$ cat src/rtl/reg_file_pkg.sv
// Shared register-file types for decode and writeback.
//   DATA_W     : register width
//   ADDR_W     : register address width
//   NUM_REGS   : number of architectural registers (2**ADDR_W)
//   reg_addr_t : register index
//   reg_data_t : register contents
package reg_file_pkg;
  localparam int DATA_W   = 8;
  localparam int ADDR_W   = 3;
  localparam int NUM_REGS = 2 ** ADDR_W;

  typedef logic [ADDR_W-1:0] reg_addr_t;
  typedef logic [DATA_W-1:0] reg_data_t;
endpackage

$ cat src/rtl/reg_file.sv
// General-purpose register file: 2**ADDR_W registers of DATA_W bits,
// two combinational read ports, one write port committed on rising clk.
//   clk        : clock, writes on rising edge
//   reset      : asynchronous active-high, clears every register
//   read_addr1 : read port 1 select      -> read_val1
//   read_addr2 : read port 2 select      -> read_val2
//   write_addr : write port select
//   write_val  : write data
//   wr_en      : write enable, sampled at the rising edge
// No write-to-read bypass: a read of the write target shows the old value
// until the capturing edge. Register 0 is an ordinary register.
module reg_file #(
  parameter int DATA_W = reg_file_pkg::DATA_W,
  parameter int ADDR_W = reg_file_pkg::ADDR_W
) (
  input  logic              clk,
  input  logic              reset,
  input  logic [ADDR_W-1:0] read_addr1,
  input  logic [ADDR_W-1:0] read_addr2,
  input  logic [ADDR_W-1:0] write_addr,
  input  logic [DATA_W-1:0] write_val,
  input  logic              wr_en,
  output logic [DATA_W-1:0] read_val1,
  output logic [DATA_W-1:0] read_val2
);
  import reg_file_pkg::*;

  localparam int N_REGS = 2 ** ADDR_W;

  logic [N_REGS-1:0][DATA_W-1:0] regs;

  // Reset clears without a clock and overrides any write on the same edge.
  always_ff @(posedge clk or posedge reset) begin
    if (reset)      regs             <= '0;
    else if (wr_en) regs[write_addr] <= write_val;
  end

  assign read_val1 = regs[read_addr1];
  assign read_val2 = regs[read_addr2];
endmodule

$ cat config.mk
export PLATFORM = sky130hd
export DESIGN_NAME = reg_file
export DESIGN_NICKNAME = d
export VERILOG_FILES = /design/src/rtl/reg_file_pkg.sv /design/src/rtl/reg_file.sv
export SDC_FILE = /design/constraint.sdc
export NUM_CORES = 1
export LEC_CHECK = 0
export ABC_AREA = 1
export BUFFER_PORTS_ARGS = -buffer_cell sky130_fd_sc_hd__buf_2
export CORE_MARGIN = 2
export CORE_UTILIZATION = 25
export DETAILED_ROUTE_END_ITERATION = 6
export GPL_TIMING_DRIVEN = 1
export SLEW_MARGIN = 20
export SYNTH_ARGS = -nofsm -noshare
export SYNTH_HDL_FRONTEND = slang
export SYNTH_SLANG_ARGS = --single-unit
$ cat constraint.sdc
create_clock -name clk -period 2.1 [get_ports clk]
set_input_delay 0.105 -clock clk [delete_from_list [all_inputs] [get_ports clk]]
set_output_delay 0.105 -clock clk [all_outputs]
set_load 0.02 [all_outputs]
==> flow_metrics.env <==
export IMPL_status="complete, but fails checks"
export IMPL_cpMaxStageDelayCell="inv_1"
export IMPL_min_period_ps=1464
export IMPL_cts_buffer_depth=2
export IMPL_intPower_uw=3012
export IMPL_post_drt_wl_per_cell_um=14.35
export IMPL_core_area_um2=15030
export IMPL_wl_um=11610
export IMPL_ctsHoldBuffers=4
export IMPL_finalHoldViolations=2
export IMPL_cp_end_kind="output pin"
export IMPL_power_share_sequential_pct=36.4
export IMPL_cp_max_fo=17
export IMPL_setup_violations=0
export IMPL_cp_start_kind="input port"
export IMPL_fillers=1643
export IMPL_cts_buffers=9
export IMPL_synthXorXnorAreaFrac_pct=0
export IMPL_synth_edf_count=0
export IMPL_syn_area_um2=3806
export IMPL_synth_ff_latch_count=64
export IMPL_path_buf_inv=3
export IMPL_grt_use_total_pct=14.77
export IMPL_root_buffer="clkbuf_16"
export IMPL_clock_sinks=64
export IMPL_ys_seq_area_share_pct=42.08
export IMPL_synth_area_mux_share_pct=0
export IMPL_drtPass1Iterations=5
export IMPL_comb_power_share_pct=22.4
export IMPL_htreeDepth=3
export IMPL_wl_met2_um=5272
export IMPL_gr_total_overflow=0
export IMPL_nNetsFinal=636
export IMPL_hpwlAfterDp_um=7979
export IMPL_tightestPinTransition_ps=734.0
export IMPL_finalSetupTns_ps=0
export IMPL_vias=3621
export IMPL_antenna_found_initial=0
export IMPL_yosysMostFrequentCell="nand2_1"
export IMPL_ios=36
export IMPL_critPathTopFamily="buffers and inverters"
export IMPL_violations="negative hold slack"
export IMPL_power_share_clock_pct=41.3
export IMPL_synth_fp_nets=610
export IMPL_critPathMaxStageDelay_ps=460
export IMPL_start_util_pct=25.32
export IMPL_highest_layer="met4"
export IMPL_yosysTopAreaCell="dfrtp_1"
export IMPL_numPortBuffers=35
export IMPL_synth_compound_area_share_pct=8.416
export IMPL_avgSynthCellArea_um2=6.451
export IMPL_clk_latency_ps=340
export IMPL_grt_setup_unrepaired="false"
export IMPL_syn_inst=590
export IMPL_worst_endpoint_required_ps=2000
export IMPL_crit_type="in2out"
export IMPL_synth_simple_area_share_pct=36.95
export IMPL_drv_slew=0
export IMPL_antenna_cells=0
export IMPL_top_regs="regs x64"
export IMPL_path_clk_slew_ps=60
export IMPL_avgViaCountPerCell=4.476
export IMPL_synth_cell_types=13
export IMPL_grt_max_degree=45
export IMPL_final_setup_skew_ps=0
export IMPL_synthArstFlopShare_pct=100.0
export IMPL_powerDensity_nw_per_um2=967.7
export IMPL_drt_iter0_markers=284
export IMPL_post_cts_buffers=0
export IMPL_num_rows=45
export IMPL_drc_errors=0
export IMPL_p_sw_uw=1346
export IMPL_die_h_um=127.4
export IMPL_syn2layout_area_growth_pct=18.31
export IMPL_ant_nets=0
export IMPL_max_freq_mhz=683.1
export IMPL_p_leak_uw=0.002521
export IMPL_grt_pass1_wl_um=18570
export IMPL_cts_resized=0
export IMPL_post_synth_fa_ha_maj_area_fraction_pct=0
export IMPL_largest_reg_flops=64
export IMPL_p_sw_share_pct=30.88
export IMPL_crit_path_frequent_cell="nand2_1"
export IMPL_whs_ps=-2.991
export IMPL_cap_violations=0
export IMPL_met1_length_um=5526
export IMPL_synth_top_family_by_area="simple AND/OR/NAND/NOR gates"
export IMPL_cts_tree="built"
export IMPL_arrival_ps=1360
export IMPL_dr_wl_met3_um=641
export IMPL_die_w_um=127.4
export IMPL_ys_warn_count=0
export IMPL_hp_class="in2reg"
export IMPL_slew_headroom_pct=50.93
export IMPL_grt_pass1_vias=3407
export IMPL_utilization_pct=29.95
export IMPL_top_register="regs"
export IMPL_period_share_pct=69.71
export IMPL_ir_drop_mv=0.4030
export IMPL_synthFlopType="dfrtp_1"
export IMPL_netlist_top_cells_count="279 x nand2_1, 83 x inv_1, 65 x nand3_1, 64 x dfrtp_1, 64 x o21ai_0"
export IMPL_drive_gt1_share_pct=9.662
export IMPL_worstPathCellList="buf_2 > inv_1 > nand3_1 > nand2_1 > nand2_1 > nand2_1 > buf_2"
export IMPL_die_area_um2=16230
export IMPL_synth_top_cell_area_share_pct=42.08
export IMPL_synth_area_leaders="dfrtp_1 42%, nand2_1 28%, nand3_1 8.5%"
export IMPL_place_congestion=0.8345
final timing paths:
kind                                from            to  slack (ps)  depth (start not counted)
min reg2reg                     regs[16]      regs[16]         480                          2
max reg2reg                     regs[61]      regs[61]        1370                          2
min in group asynchronous          reset      regs[43]         340                          3
max in group asynchronous          reset      regs[17]        1150                          4
max                        read_addr1[1]  read_val1[4]         640                          7
min                         write_val[1]      regs[57]          -3                          3
final cells by class:
| cell class | instances | area [µm²] | area share, % |
|---|---|---|---|
| multi-input combinational | 413 | 1727 | 38.34 |
| sequential | 64 | 1602 | 35.57 |
| clock inverter | 5 | 102.6 | 2.278 |
| clock buffer | 11 | 252.7 | 5.613 |
| inverter | 83 | 311.5 | 6.919 |
| timing repair buffer | 45 | 272.8 | 6.057 |
| tap | 188 | 235.2 | 5.224 |
metal layers:
metal  up-vias  GRT usage, %
met5         -             0
met4         0         4.848
met3        12         3.015
met2       108         22.65
met1      1649         20.85
li1       1852             -
cell families after synthesis:
| logic type | after synthesis |
|---|---|
| AO/OA/AOI/OAI | 64 |
| buffers and inverters | 113 |
| flip-flops | 64 |
| AND/OR/NAND/NOR | 349 |
cell usage in the layout, fill, tap and decap left out, drive strengths merged:
cell type    Yosys  layout
bufinv           0       3
nor2             4       4
buf             23      41
inv             83      83
nor3             1       1
dfrtp           64      64
o21ai           64      64
clkinvlp         0       1
clkinv           0       1
clkbuf           7      11
dlygate4sd3      0       4
nand3           65      65
nand2          279     279
power groups by stage:
stage,registers (µW),logic (µW),clock network (µW)
2_1_floorplan,1570,717,0
3_3_place_gp,1600,959,0
5_1_grt,1610,1120,1870
6_report,1590,974,1800
3_5_place_dp,1600,972,0
4_1_cts,1580,981,1810
worst register-to-register path: stages, from the launching register on:
cell and delay [ps]:
dfrtp_1 360, inv_1 120, o21ai_0 100
stage by stage:
step | cell area, µm² | cells | worst slack (ps) | power (µW)
global placement | 4108 | 789 | 680.3 | 2555
CTS | 4503 | 809 | 632.4 | 4372
global route | 4503 | 809 | 529.6 | 4600
finish | 4503 | 809 | 636.2 | 4358
detailed placement | 4108 | 789 | 642.9 | 2572
floorplan | 3806 | 590 | 396.9 | 2288
(Power assumes the default switching activity.)
